[src/rtl/dspl_drv_param.sv]
// Time-multiplexed N-digit 7-segment driver with frame-latched digit data,
// per-digit blink, PWM brightness and a frame-boundary tick. Outputs are active-low.
module dspl_drv_param #(
  parameter int NUM_DIGITS   = 8,
  parameter int REFRESH_LOG2 = 17,
  parameter int BRIGHT_W     = 3,
  parameter int BLINK_FRAMES = 32
) (
  input  logic                    clock,
  input  logic                    reset,
  input  logic [7*NUM_DIGITS-1:0] digits,
  input  logic [NUM_DIGITS-1:0]   blink_mask,
  input  logic [BRIGHT_W-1:0]     brightness,
  output logic [NUM_DIGITS-1:0]   an,
  output logic [7:0]              dec_ddp,
  output logic                    frame_tick
);

  localparam int IDX_W = (NUM_DIGITS > 1) ? $clog2(NUM_DIGITS) : 1;
  localparam int FRM_W = (BLINK_FRAMES > 1) ? $clog2(BLINK_FRAMES) : 1;

  logic [REFRESH_LOG2-1:0] r_refresh_cnt;
  logic [IDX_W-1:0]        r_digit_idx;
  logic [FRM_W-1:0]        r_frame_cnt;
  logic                    r_blink_phase;
  logic [7*NUM_DIGITS-1:0] r_digits_sh;
  logic [NUM_DIGITS-1:0]   r_mask_sh;
  logic [NUM_DIGITS-1:0]   r_an;
  logic [7:0]              r_dec;
  logic                    r_tick;

  logic                    w_slot_end;
  logic                    w_frame_end;
  logic [6:0]              w_cur;
  logic                    w_cur_mask;
  logic [BRIGHT_W-1:0]     w_top;
  logic                    w_drive;
  logic [6:0]              w_seg;
  logic [7:0]              w_dec_next;
  logic [NUM_DIGITS-1:0]   w_an_next;

  assign w_slot_end  = &r_refresh_cnt;
  assign w_frame_end = w_slot_end && (r_digit_idx == IDX_W'(NUM_DIGITS - 1));

  always_comb begin
    w_cur      = '0;
    w_cur_mask = 1'b0;
    for (int i = 0; i < NUM_DIGITS; i++) begin
      if (r_digit_idx == IDX_W'(i)) begin
        w_cur      = r_digits_sh[7*i +: 7];
        w_cur_mask = r_mask_sh[i];
      end
    end
  end

  // PWM: the top bits of the slot counter form a ramp compared to live brightness
  assign w_top   = r_refresh_cnt[REFRESH_LOG2-1 -: BRIGHT_W];
  assign w_drive = w_cur[6] && (w_top <= brightness) && !(r_blink_phase && w_cur_mask);

  always_comb begin
    w_seg = 7'h7F;
    case (w_cur[5:1])
      5'h00: w_seg = 7'h40;
      5'h01: w_seg = 7'h79;
      5'h02: w_seg = 7'h24;
      5'h03: w_seg = 7'h30;
      5'h04: w_seg = 7'h19;
      5'h05: w_seg = 7'h12;
      5'h06: w_seg = 7'h02;
      5'h07: w_seg = 7'h78;
      5'h08: w_seg = 7'h00;
      5'h09: w_seg = 7'h10;
      5'h0A: w_seg = 7'h08;
      5'h0B: w_seg = 7'h03;
      5'h0C: w_seg = 7'h46;
      5'h0D: w_seg = 7'h21;
      5'h0E: w_seg = 7'h06;
      5'h0F: w_seg = 7'h0E;
      5'h11: w_seg = 7'h3F;
      5'h12: w_seg = 7'h47;
      5'h13: w_seg = 7'h0C;
      5'h14: w_seg = 7'h41;
      default: w_seg = 7'h7F;
    endcase
  end

  assign w_dec_next = w_drive ? {~w_cur[0], w_seg} : 8'hFF;

  generate
    for (genvar gi = 0; gi < NUM_DIGITS; gi++) begin : g_an
      assign w_an_next[gi] = !(w_drive && (r_digit_idx == IDX_W'(gi)));
    end
  endgenerate

  always_ff @(posedge clock) begin
    if (reset) begin
      r_refresh_cnt <= '0;
      r_digit_idx   <= '0;
      r_frame_cnt   <= '0;
      r_blink_phase <= 1'b0;
      r_digits_sh   <= digits;
      r_mask_sh     <= blink_mask;
      r_an          <= '1;
      r_dec         <= 8'hFF;
      r_tick        <= 1'b0;
    end else begin
      r_refresh_cnt <= r_refresh_cnt + REFRESH_LOG2'(1);
      r_an          <= w_an_next;
      r_dec         <= w_dec_next;
      r_tick        <= w_frame_end;
      if (w_slot_end) begin
        if (r_digit_idx == IDX_W'(NUM_DIGITS - 1))
          r_digit_idx <= '0;
        else
          r_digit_idx <= r_digit_idx + IDX_W'(1);
      end
      // New data and new blink phase land together so a frame never mixes old and new
      if (w_frame_end) begin
        r_digits_sh <= digits;
        r_mask_sh   <= blink_mask;
        if (r_frame_cnt == FRM_W'(BLINK_FRAMES - 1)) begin
          r_frame_cnt   <= '0;
          r_blink_phase <= ~r_blink_phase;
        end else begin
          r_frame_cnt <= r_frame_cnt + FRM_W'(1);
        end
      end
    end
  end

  assign an         = r_an;
  assign dec_ddp    = r_dec;
  assign frame_tick = r_tick;

endmodule

[config.mk]
export PLATFORM = sky130hd
export DESIGN_NAME = dspl_drv_param
export DESIGN_NICKNAME = d
export VERILOG_FILES = /design/src/rtl/dspl_drv_param.sv
export SDC_FILE = /design/constraint.sdc
export NUM_CORES = 1
export LEC_CHECK = 0
export CAP_MARGIN = 20
export CORE_MARGIN = 5
export CORE_UTILIZATION = 52
export DETAILED_ROUTE_END_ITERATION = 8
export PLACE_DENSITY = 0.79
export SYNTH_ARGS = -nofsm -noshare
export SYNTH_HDL_FRONTEND = slang
export SYNTH_SLANG_ARGS = --single-unit
[constraint.sdc]
create_clock -name clock -period 4.68 [get_ports clock]
set_input_delay 1.17 -clock clock [delete_from_list [all_inputs] [get_ports clock]]
set_output_delay 1.17 -clock clock [all_outputs]
set_load 0.02 [all_outputs]
Word level (Yosys, flattened, before mapping) --
Memory sizes are Yosys's and may differ from the RTL's. A register that Yosys moved wholly into a read port is not among the register bits. Index checks and enable logic that the tools add are counted.
Operators by class: add/sub/neg operators 3, $lt $le $gt $ge 1, equal/unequal tests 8, multiplexer cells 22, bitwise logic cells 3, reduce and logical (&&, ||, !) cells 26
Operators by type and width (number):
- $mux 56 | 2
- $mux 7 | 8
- $add 17x1->17 const B | 1
- $reduce_and 17->1 | 1
- $mux 8 | 2
- $eq 3x3->1 const B | 4
- $logic_and 1x1->1 | 12
- $logic_not 1->1 | 9
- $mux 1 | 8
- $eq 3x2->1 const B | 2
- $add 5x1->5 const B | 1
- $eq 5x5->1 const B | 1
- $mux 5 | 1
- $add 3x1->3 const B | 1
- $eq 3x1->1 const B | 1
- $le 3x3->1 | 1
- $logic_not 3->1 | 1
- $mux 3 | 1
- $not 1->1 | 3
- $reduce_and 2->1 | 1
- $reduce_bool 2->1 | 1
- $reduce_or 2->1 | 1
Word-level totals: register bits 107, ROM bits 224, input port bits 69, output and inout port bits 17, word-level logic and storage cells 73, memories kept 1
Memory list:
- (no name shown) | words 32, bits a word 7, rd ports 1, clocked after Yosys merged registers in 1, wr ports 0, RTL line 62 | case (w_cur[5:1])

Logic depth before layout (Yosys ltp) --
Gate-level depths: netlist of the first run.
depth in word-level cells 14, depth in mapped cells 14, mapped depth without buffers 12

Worst setup path before layout of the first run --
No wires, ideal clock.
path kind register -> register, from reg r_refresh_cnt[3], to reg r_digits_sh[0], enable pin, setup time 434 ps, data arrival time 3370 ps, data required time 4246 ps, slack 875 ps, stages on the path, launching flop included 10, path buffers 1, period minus slack after synthesis 3805 ps, cell sequence dfxtp_1 > nand3_1 > nor2_1 > nand4_1 > nor3_1 > and3_1 > ha_1 > clkbuf_1 > nand2_1 > nand2b_1
Between the ends: word-level cells in the longest chain between the ends 3
RTL lines:
- start, declared | RTL line 22 | logic [REFRESH_LOG2-1:0] r_refresh_cnt;
- start signal, assigned | RTL line 107 | r_refresh_cnt <= r_refresh_cnt + REFRESH_LOG2'(1);
- $reduce_and 17->1 | RTL line 42 | assign w_slot_end = &r_refresh_cnt;
- via w_slot_end | RTL line 32 | logic w_slot_end;
- $logic_and 1x1->1 | RTL line 43 | assign w_frame_end = w_slot_end && (r_digit_idx == IDX_W'(NUM_DIGITS - 1));
- $reduce_bool 2->1 (no source line)
- end signal, assigned | RTL line 101 | r_digits_sh <= digits;
- end signal, assigned | RTL line 119 | r_digits_sh <= digits;
- end, declared | RTL line 26 | logic [7*NUM_DIGITS-1:0] r_digits_sh;
The timed path passes the listed nets, and every way through them passes these cells. A chain may end at the register's enable or synchronous reset.

Final worst setup path of the first run --
from reg r_digit_idx[0], to reg r_dec[6], in the netlist dec_ddp[6]
Between the ends: word-level cells in the longest chain between the ends 14, elaborated cells between the ends (all ways) 30, classes of those cells eq/ne: 7; mux: 16; bitwise: 1; reduce/logical: 6
RTL lines:
- start, declared | RTL line 23 | logic [IDX_W-1:0] r_digit_idx;
- start signal, assigned | RTL line 115 | r_digit_idx <= r_digit_idx + IDX_W'(1);
- $logic_not 3->1 | RTL line 49 | if (r_digit_idx == IDX_W'(i)) begin
- $mux 1 (8 in a row) | RTL line 49
- $logic_and 1x1->1 | RTL line 58 | assign w_drive = w_cur[6] && (w_top <= brightness) && !(r_blink_phase && w_cur_mask);
- $logic_not 1->1 | RTL line 58
- $logic_and 1x1->1 | RTL line 58
- $not 1->1 (no source line)
- $reduce_or 2->1 (no source line)
- end, declared | RTL line 29 | logic [7:0] r_dec;
Parallel ways exist; a longest one is shown, timed or not.

==> metrics.sh, run 1 <==
RUN_STATUS='completed'
PLACEDINSTANCEAREA_UM2=5600
SYN_NETS=508
GLOBAL_ROUTE_WIRE_LENGTH_BEFORE_REPAIR_MM=16.2
CLOCK_POWER_SHARE_PCT=32.3
SYNTH-ASYNC-RESET-RATIO_PCT=0
ACHIEVABLE-FREQUENCY_GHz=0.281
GRT_PASS1_VIAS=3333
ANTENNA_VIOLATING_NETS_POST_ROUTE=0
CP-START-KIND='register'
GP_ROUTABILITY_CONGESTION=0.935
DETAIL_ROUTE.FIRST_PASS.ITERATIONS=5
PWR-SHARE-SEQ_PCT=59.5
TIMING_WORST_SLEW_PIN_VALUE_PS=1030
REPORT.FINAL.SETUP_VIOL=0
CTS_RESIZED=0
SYNTHFLOPTYPE='edfxtp_1'
PEAKVDDDROP_mV=0.146
GLOBAL_ROUTE.OVERFLOW_TOTAL=0
POST_SYNTH_EDFFS=64
NUM_VIAS=3427
DRC=0
SWITCHING_POWER_mW=0.392
TIMING.FINAL.CRIT_PERIOD_PS=3550
CLOCK_TREE.BUFFER_DEPTH=2
HIGHEST_SIGNAL_LAYER_IN_THE_ROUTED_DESIGN='met4'
YS_TOP_CELLS_BY_AREA='edfxtp_1, dfxtp_1, ha_1'
SYNTH_CELL_TYPE_COUNT=56
LAYOUT.NETS=588
DRV_SLEW=0
SYNTHMOSTINSTANTIATEDCELL='edfxtp_1'
MAX-CAP-VIOLATIONS=0
PLACED_CELLS=594
POWER.DENSITY_CELL_AREA_nW_PER_UM2=304
IO_BUFFERS=85
DIE_H_UM=105
POST_SYNTH.CELL_AREA_AVG_UM2=11.2
CRITICAL-PATH-MAX-STAGE-DELAY_PS=870
SKEW_PS=10.5
CTS_HOLD_REPAIR.BUFFERS=0
MET3WIRELENGTH_UM=617
SUMMED_INSTANCE_AREA_OF_THE_SYNTHESIZED_NETLIST_UM2=4670
BOUNDARY_PIN_COUNT=86
MIN_PATH_TYPE='register to register'
SYNTH_TOP_CELLS_BY_COUNT='edfxtp_1, dfxtp_1, a21oi_1, nand2_1, nor2_1'
MAXIMUM_NUMBER_OF_PINS_ON_ONE_NET_BEFORE_GLOBAL_ROUTE_REPAIR=48
FILLCELLCOUNT=657
ANTENNA-DIODE-COUNT=0
CLOCK_SLEW_AT_THE_REGISTER_CLOCK_PINS_OF_THE_WORST_SETUP_AND_HOLD_PATHS_PS=100
CRITICAL_PATH.CELL_CHAIN='ha_1 -> a211oi_1 -> o21ai_0 -> nand3_1 -> o21ai_0 -> inv_1 -> ha_1 -> o32ai_1 -> a22o_1 -> o311ai_0'
CRIT_REQUIRED_PS=4900
AREAGROWTHSYNTHTOFINISH_PCT=24.2
CRIT_FAMILY='compound AO/OA/AOI/OAI gates'
SYNTH-SEQ-CELLS=107
WL_MET2_MM=4.97
INTERNAL_POWER_mW=1.37
SYNTHESIS.INSTANCES=418
POST_DRT_VIA_CELL_RATIO=5.61
ANTENNA_FOUND_INITIAL=0
FLOORPLAN.DIE.WIDTH_UM=105
CLOCKROOTBUFFER='clkbuf_8'
SLOWEST_STAGE_CELL_CRIT_PATH='ha_1'
DRT_WL_TOTAL_MM=9.97
DETAIL_ROUTE.ITER0.VIOLATIONS=241
CTS-BUFFERS-INSERTED=9
WORST_EP_ARRIVAL_TIME_PS=3780
TIMING.CRITICAL_PATH.FANOUT_MAX=31
NETSWITCHINGFRACTION_PCT=22.2
CLOCK_TREE_FROM_TRITONCTS='yes'
PATH_BUF_INV=1
POWER.COMBINATIONAL.FRACTION_PCT=8.2
DPL.HPWL_MM=7.27
CTS.HTREE.LEVELS=3
YOSYSWARNINGCOUNT=0
COUNT_OF_ENDPOINTS_FAILING_HOLD_IN_THE_FINAL_TIMING_REPORT=0
HOLD_WS_PS=446
LAYOUT.CELLS.NON_FILLER=611
ROUTED_WIRE_LENGTH_PER_INSTANCE_UM=16.3
FINAL.PERIOD_UTILIZATION_PCT=75.9
FINAL_AREA_UM2=5810
CORE.ROWCOUNT=34
RSZ0062_AT_GRT='false'
DESIGN.DIE.AREA_UM2=11000
START_UTIL_PCT=53.6
LEAKAGEPOWER_nW=2.14
PATH_TYPE_OF_THE_WORST_SETUP_PATH='register to register'
TIMING.SETUP.TNS_PS=0
POST_CTS_BUFFERS=0
GRT_UTIL_ALL_LAYERS_PCT=18.3
SEQUENTIAL_FRACTION_OF_THE_SYNTHESIS_AREA_PCT=59.5
SYNTHDOMINANTAREACELLTYPE='edfxtp_1'
MULTI_INPUT_COMB_AREA_UM2=1700
SYNTHDOMINANTCELLAREASHARE_PCT=41.1
LAYOUT.AREA.SEQ_UM2=2780
WL_MET1_MM=4.23
CORE_AREA_UM2=8720
NUMCLOCKSINKS=107
WORSTSETUPENDPOINTTYPE='register'
WORST_SKEW_PAIR.LATE_LATENCY_PS=360
FINAL_LAYOUT_SIZE_SUFFIX_GT1_SHARE_PCT=6.36
SLEW_HEADROOM_PCT=31.3
-- sequential cells by signal, indices dropped and copies added (netlist names) --
signal and flops:
r_digits_sh 56, r_refresh_cnt 17, an 8, dec_ddp 8, r_mask_sh 8, r_frame_cnt 5, r_digit_idx 3, frame_tick 1
r_blink_phase 1
-- cells in the final DEF (no fill, tap or decap), types with 4 or more instances in the layout --
cell type,count
ha_1,21
nor2b_1,9
o22ai_1,4
o21ai_0,22
buf_4,4
xnor2_1,7
inv_1,22
edfxtp_1,64
nand4_1,6
nor3_1,6
a21oi_1,35
and3_1,4
inv_6,4
clkbuf_8,9
nor2_1,34
nand2_1,35
xor2_1,8
nand3_1,15
o21a_1,4
a211oi_1,9
dfxtp_1,43
clkdlybuf4s50_1,85
-- power groups by stage --
stage / sequential, mW / clock, mW / combinational [mW]
after floorplan: 1.07 / 0 / 0.0567
after global placement: 1.07 / 0 / 0.140
after detailed placement: 1.07 / 0 / 0.144
after CTS: 1.05 / 0.581 / 0.145
after global routing: 1.05 / 0.619 / 0.156
final: 1.05 / 0.569 / 0.145
-- final cells by class --
type	instances	area share, %
Clock buffer	9	2.13
Sequential cell	107	47.9
Tap cell	108	2.33
Multi-Input combinational cell	267	29.3
Inverter	22	1.42
Timing Repair Buffer	91	15.6
Clock inverter	7	1.27
-- per-layer routing --
metal | up-vias | track usage, %
li1 | 1665 | -
met2 | 136 | 30.2
met4 | 0 | 6.67
met5 | - | 0
met3 | 14 | 4.13
met1 | 1612 | 23.5
-- stage by stage --
step / power [mW] / worst slack, ps / util (%)
floorplan: 1.13 / 875 / -
CTS: 1.78 / 1190 / 66.5
global placement: 1.21 / 1260 / 64.2
finish: 1.76 / 1130 / 66.6
detailed placement: 1.22 / 1210 / 64.2
global route: 1.83 / 858 / 66.6
-- logic make-up after synthesis --
kind of cell	synth area share, %
compound gates	14.4
simple gates	12.6
xor+xnor	2.81
fa+ha+maj	5.62
mux	0.910
buf+inv	4.10
flops	59.5
-- worst paths after layout --
check                           cells after the start  slack (ps)               end        startpoint
worst min register to register                      1         450  r_refresh_cnt[0]  r_refresh_cnt[0]
worst min-delay path                                1         450  r_refresh_cnt[0]  r_refresh_cnt[0]
worst max register to register                     10        1130        dec_ddp[6]    r_digit_idx[0]
worst max-delay path                               10        1130        dec_ddp[6]    r_digit_idx[0]
(Power assumes the default switching activity.)
==> run 2: changes to the inputs <==
Clock period 4.68 ns to 3.6 ns, I/O delays scaled along.
==> metrics.sh, run 2 (same netlist as run 1, synthesis figures left out) <==
NUM_VIAS=3365
RSZ0062_AT_GRT='false'
PLACEDINSTANCEAREA_UM2=5680
TIMING.SETUP.TNS_PS=0
HOLD_START='r_refresh_cnt[0]'
CORE_AREA_UM2=8720
FLOORPLAN.DIE.WIDTH_UM=105
CLOCK_TREE_FROM_TRITONCTS='yes'
START_UTIL_PCT=53.6
R2R_END='dec_ddp[5]'
HIGHEST_SIGNAL_LAYER_IN_THE_ROUTED_DESIGN='met4'
ANTENNA-DIODE-COUNT=0
NUMCLOCKSINKS=107
AREAGROWTHSYNTHTOFINISH_PCT=26.6
REG2REG_DEPTH=11
REPORT.FINAL.SETUP_VIOL=0
FINAL_LAYOUT_SIZE_SUFFIX_GT1_SHARE_PCT=8.20
CTS_RESIZED=0
CLOCKROOTBUFFER='clkbuf_8'
LAYOUT.CELLS.NON_FILLER=620
WORSTSETUPENDPOINTTYPE='register'
ROUTED_WIRE_LENGTH_PER_INSTANCE_UM=15.8
POST_CTS_BUFFERS=0
CTS_HOLD_REPAIR.BUFFERS=0
LARGEST_REGISTER_FFS=56
MIN_PATH_TYPE='register to register'
MAXIMUM_NUMBER_OF_PINS_ON_ONE_NET_BEFORE_GLOBAL_ROUTE_REPAIR=50
PLACED_CELLS=604
FILLCELLCOUNT=647
ANTENNA_VIOLATING_NETS_POST_ROUTE=0
HOLD_WS_PS=445
CRIT_REQUIRED_PS=3840
CORE.ROWCOUNT=34
CRITICAL_PATH.CELL_CHAIN='buf_4 -> ha_1 -> inv_1 -> a31oi_1 -> o21ai_0 -> buf_4 -> inv_1 -> ha_1 -> mux2i_1 -> a221oi_1 -> o21ai_1'
DRT_WL_TOTAL_MM=9.81
GLOBAL_ROUTE_WIRE_LENGTH_BEFORE_REPAIR_MM=15.7
CP-START-KIND='register'
DETAIL_ROUTE.FIRST_PASS.ITERATIONS=5
CRITICAL-PATH-MAX-STAGE-DELAY_PS=500
BOUNDARY_PIN_COUNT=86
FINALCOREUTILIZATION_PCT=67.8
WL_MET1_MM=4.25
WL_MET2_MM=4.90
POST_DRT_VIA_CELL_RATIO=5.43
FINAL_CRITICAL_PATH_SETUP_SLACK_PS=583
IO_BUFFERS=85
DETAIL_ROUTE.ITER0.VIOLATIONS=134
PEAKVDDDROP_mV=0.239
FINALPOWER_mW=2.37
LEAKAGEPOWER_nW=2.20
POWER.DENSITY_CELL_AREA_nW_PER_UM2=401
TIMING_WORST_SLEW_PIN_VALUE_PS=666
MOST_COMMON_CELL_AFTER_LAYOUT_FILL_AND_TAPS_ASIDE='clkdlybuf4s50_1'
GRT_PASS1_VIAS=3284
WORST_SKEW_PAIR.LATE_LATENCY_PS=380
PLACE_WS_PS=208
FINAL_CELL_MIX='clkdlybuf4s50_1, edfxtp_1, dfxtp_1'
GRT_UTIL_ALL_LAYERS_PCT=17.7
TOP_REGS='r_digits_sh (56), r_refresh_cnt (17)'
TOP_REGISTER='r_digits_sh'
GLOBAL_ROUTE.OVERFLOW_TOTAL=0
WORSTHOLDENDPOINT='r_refresh_cnt[0]'
CLOCK_SLEW_AT_THE_REGISTER_CLOCK_PINS_OF_THE_WORST_SETUP_AND_HOLD_PATHS_PS=120
DRV_SLEW=0
FINAL_AREA_UM2=5910
MAX-CAP-VIOLATIONS=0
WORST_EP_ARRIVAL_TIME_PS=3250
HOLD-PATH-CELL-COUNT=1
CTS-BUFFERS-INSERTED=9
DPL.HPWL_MM=7.20
GP_ROUTABILITY_CONGESTION=0.875
CTS.HTREE.LEVELS=3
ACHIEVABLE-FREQUENCY_GHz=0.331
RUN_STATUS='completed'
CLOCK_TREE.BUFFER_DEPTH=2
FINAL.PERIOD_UTILIZATION_PCT=83.8
MET3WIRELENGTH_UM=529
SLEW_HEADROOM_PCT=55.6
PATH_TYPE_OF_THE_WORST_SETUP_PATH='register to register'
COUNT_OF_ENDPOINTS_FAILING_HOLD_IN_THE_FINAL_TIMING_REPORT=0
REG2REG_SETUP_SLACK_PS=580
ANTENNA_FOUND_INITIAL=0
DRC=0
R2R_START='r_digit_idx[2]'
CRIT_FAMILY='buffers and inverters'
LAYOUT.NETS=597
TIMING.CRITICAL_PATH.FANOUT_MAX=18
DESIGN.DIE.AREA_UM2=11000
TIMING.FINAL.CRIT_PERIOD_PS=3020
SLOWEST_STAGE_CELL_CRIT_PATH='ha_1'
DIE_H_UM=105
PATH_BUF_INV=4
SKEW_PS=17.4
==> run 2: area by class of cell <==
type	count	area, um2	area share [%]
repair buffers	100	976	16.5
inverters	22	82.6	1.40
flip-flops and latches	107	2780	47.0
clock buffers	9	124	2.09
clock inverters	7	113	1.90
well taps	108	135	2.28
multi-input cells	267	1700	28.8
==> run 2: worst max path at each step <==
stage	slack, ps	endpoint	from	cells past startpoint
2_1_floorplan	520	r_digits_sh[0]	r_refresh_cnt[3]	9
3_3_place_gp	300	dec_ddp[1]	brightness[1]	10
3_5_place_dp	210	an[6]	brightness[1]	10
4_1_cts	590	an[6]	brightness[1]	10
5_1_grt	330	dec_ddp[6]	r_digit_idx[0]	12
6_report	580	dec_ddp[5]	r_digit_idx[2]	11
==> run 2: power by group <==
group,switching [mW],internal (mW),total [mW]
combinational,0.0807,0.108,0.189
clock,0.463,0.357,0.820
sequential,0.0150,1.35,1.36
total,0.559,1.81,2.37
==> run 2: layer usage <==
metal,up-vias,GRT usage (%)
li1,1686,-
met3,15,5.86
met5,-,0
met4,0,4.66
met2,79,30.4
met1,1585,21.5
==> run 3: changes to the inputs <==
Clock period 3.6 ns to 3 ns, I/O delays scaled along.
==> metrics.sh, run 3 (same netlist as run 1, synthesis figures left out) <==
RUN_STATUS='completed'
CTS_HOLD_REPAIR.BUFFERS=0
FINALPOWER_mW=2.76
DRT_WL_TOTAL_MM=9.98
MAXIMUM_NUMBER_OF_PINS_ON_ONE_NET_BEFORE_GLOBAL_ROUTE_REPAIR=24
CTS_RESIZED=0
MAX-CAP-VIOLATIONS=0
DRC=0
GLOBAL_ROUTE.OVERFLOW_TOTAL=0
IO_BUFFERS=85
PWR-SHARE-SEQ_PCT=59.4
TIMING_WORST_SLEW_PIN_VALUE_PS=634
BOUNDARY_PIN_COUNT=86
FINAL.PERIOD_UTILIZATION_PCT=91.3
ACHIEVABLE-FREQUENCY_GHz=0.365
PLACE_WS_PS=-29.1
TIMING.CRITICAL_PATH.FANOUT_MAX=14
WORST_EP_ARRIVAL_TIME_PS=3040
PEAKVDDDROP_mV=0.253
DPL.HPWL_MM=7.25
FINAL_LAYOUT_SIZE_SUFFIX_GT1_SHARE_PCT=8.91
GRT_PASS1_VIAS=3468
LAYOUT.NETS=601
CLOCK_SLEW_AT_THE_REGISTER_CLOCK_PINS_OF_THE_WORST_SETUP_AND_HOLD_PATHS_PS=100
DETAIL_ROUTE.FIRST_PASS.ITERATIONS=4
ANTENNA_VIOLATING_NETS_POST_ROUTE=0
POST_DRT_VIA_CELL_RATIO=5.50
LARGEST_REGISTER_FFS=56
SLEW_HEADROOM_PCT=57.7
CTS-BUFFERS-INSERTED=9
CORE.ROWCOUNT=34
FINAL_CRITICAL_PATH_SETUP_SLACK_PS=262
ROUTED_WIRE_LENGTH_PER_INSTANCE_UM=16.0
START_UTIL_PCT=53.6
GP_ROUTABILITY_CONGESTION=0.837
CLOCK_TREE.BUFFER_DEPTH=2
GRT_UTIL_ALL_LAYERS_PCT=18.8
DESIGN.DIE.AREA_UM2=11000
MOST_COMMON_CELL_AFTER_LAYOUT_FILL_AND_TAPS_ASIDE='clkdlybuf4s50_1'
POWER.COMBINATIONAL.FRACTION_PCT=8.5
PATH_TYPE_OF_THE_WORST_SETUP_PATH='register to register'
CLOCKROOTBUFFER='clkbuf_8'
DIE_H_UM=105
RSZ0062_AT_GRT='false'
NETSWITCHINGFRACTION_PCT=22.0
SWITCHING_POWER_mW=0.607
DETAIL_ROUTE.ITER0.VIOLATIONS=213
CRIT_REQUIRED_PS=3300
TOP_REGS='r_digits_sh (56), r_refresh_cnt (17)'
WORSTSETUPENDPOINTTYPE='register'
MIN_PATH_TYPE='register to register'
AREAGROWTHSYNTHTOFINISH_PCT=27.1
COUNT_OF_ENDPOINTS_FAILING_HOLD_IN_THE_FINAL_TIMING_REPORT=0
LEAKAGEPOWER_nW=2.22
FLOORPLAN.DIE.WIDTH_UM=105
CORE_AREA_UM2=8720
NUMCLOCKSINKS=107
NUM_VIAS=3433
INTERNAL_POWER_mW=2.15
CP-START-KIND='register'
SKEW_PS=16.6
CLOCK_TREE_FROM_TRITONCTS='yes'
POST_CTS_BUFFERS=0
ANTENNA-DIODE-COUNT=0
ANTENNA_FOUND_INITIAL=0
TOP_REGISTER='r_digits_sh'
POWER.DENSITY_CELL_AREA_nW_PER_UM2=464
FINAL_CELL_MIX='clkdlybuf4s50_1, edfxtp_1, dfxtp_1'
TIMING.FINAL.CRIT_PERIOD_PS=2740
CLOCK_POWER_SHARE_PCT=32.2
GLOBAL_ROUTE_WIRE_LENGTH_BEFORE_REPAIR_MM=16.7
WORST_SKEW_PAIR.LATE_LATENCY_PS=380
DRV_SLEW=0
REPORT.FINAL.SETUP_VIOL=0
CTS.HTREE.LEVELS=3
==> run 3: cell types whose count changed in the layout (fill, tap and decap cells not counted), sizes merged <==
cell | previous run | this run
buf | 15 | 19
clkbuf | 9 | 10
inv | 26 | 25
==> run 3: cell type report <==
class	count	area, um2
flip-flops and latches	107	2780
fillers	639	2780
multi-input cells	267	1710
repair buffers	104	1030
well taps	108	135
clock buffers	10	128
inverters	22	82.6
clock inverters	6	71.3
==> run 3: per-stage QoR <==
| stage | instance area, um2 | util, % | setup TNS [ps] | hold WS, ps | cells |
|---|---|---|---|---|---|
| 4_1_cts | 5940 | 68.1 | 0 | 457 | 624 |
| 2_1_floorplan | 4680 | - | 0 | 413 | 418 |
| 3_5_place_dp | 5740 | 65.8 | -29.1 | 436 | 608 |
| 3_3_place_gp | 5740 | 65.8 | 0 | 425 | 608 |
| 5_1_grt | 5940 | 68.1 | 0 | 478 | 624 |
| 6_report | 5940 | 68.1 | 0 | 454 | 624 |
==> run 3: critical path, cell delays in order, from the launching register on <==
cell,delay [ps]
dfxtp_1,430
inv_1,90
ha_1,330
and2_1,300
a221o_1,340
a221oi_4,580
a21boi_0,320
a221oi_1,120
o21ai_1,140
==> run 3: layer usage <==
| layer | part of all wire [%] | wire [um] | GRT usage (%) | up-vias |
|---|---|---|---|---|
| li1 | - | - | - | 1687 |
| met1 | 42 | 4160 | 24.0 | 1621 |
| met2 | 51 | 5040 | 31.2 | 113 |
| met3 | 6.5 | 646 | 5.36 | 12 |
| met4 | 1.2 | 123 | 5.48 | 0 |
| met5 | 0 | 0 | 0 | - |
==> run 3: final timing paths <==
check	from	end	slack, ps	depth (start not counted)
worst max-delay path	r_digit_idx[0]	dec_ddp[4]	260	8
worst min register to register	r_refresh_cnt[0]	r_refresh_cnt[0]	450	1
worst max register to register	r_digit_idx[0]	dec_ddp[4]	260	8
worst min-delay path	r_refresh_cnt[0]	r_refresh_cnt[0]	450	1
==> run 3: power by group through the flow <==
stage | Combinational (mW) | Sequential, mW | Clock (mW)
floorplan | 0.0893 | 1.67 | 0
global placement | 0.229 | 1.67 | 0
detailed placement | 0.233 | 1.67 | 0
CTS | 0.235 | 1.64 | 0.908
global route | 0.254 | 1.64 | 0.970
finish | 0.234 | 1.64 | 0.886
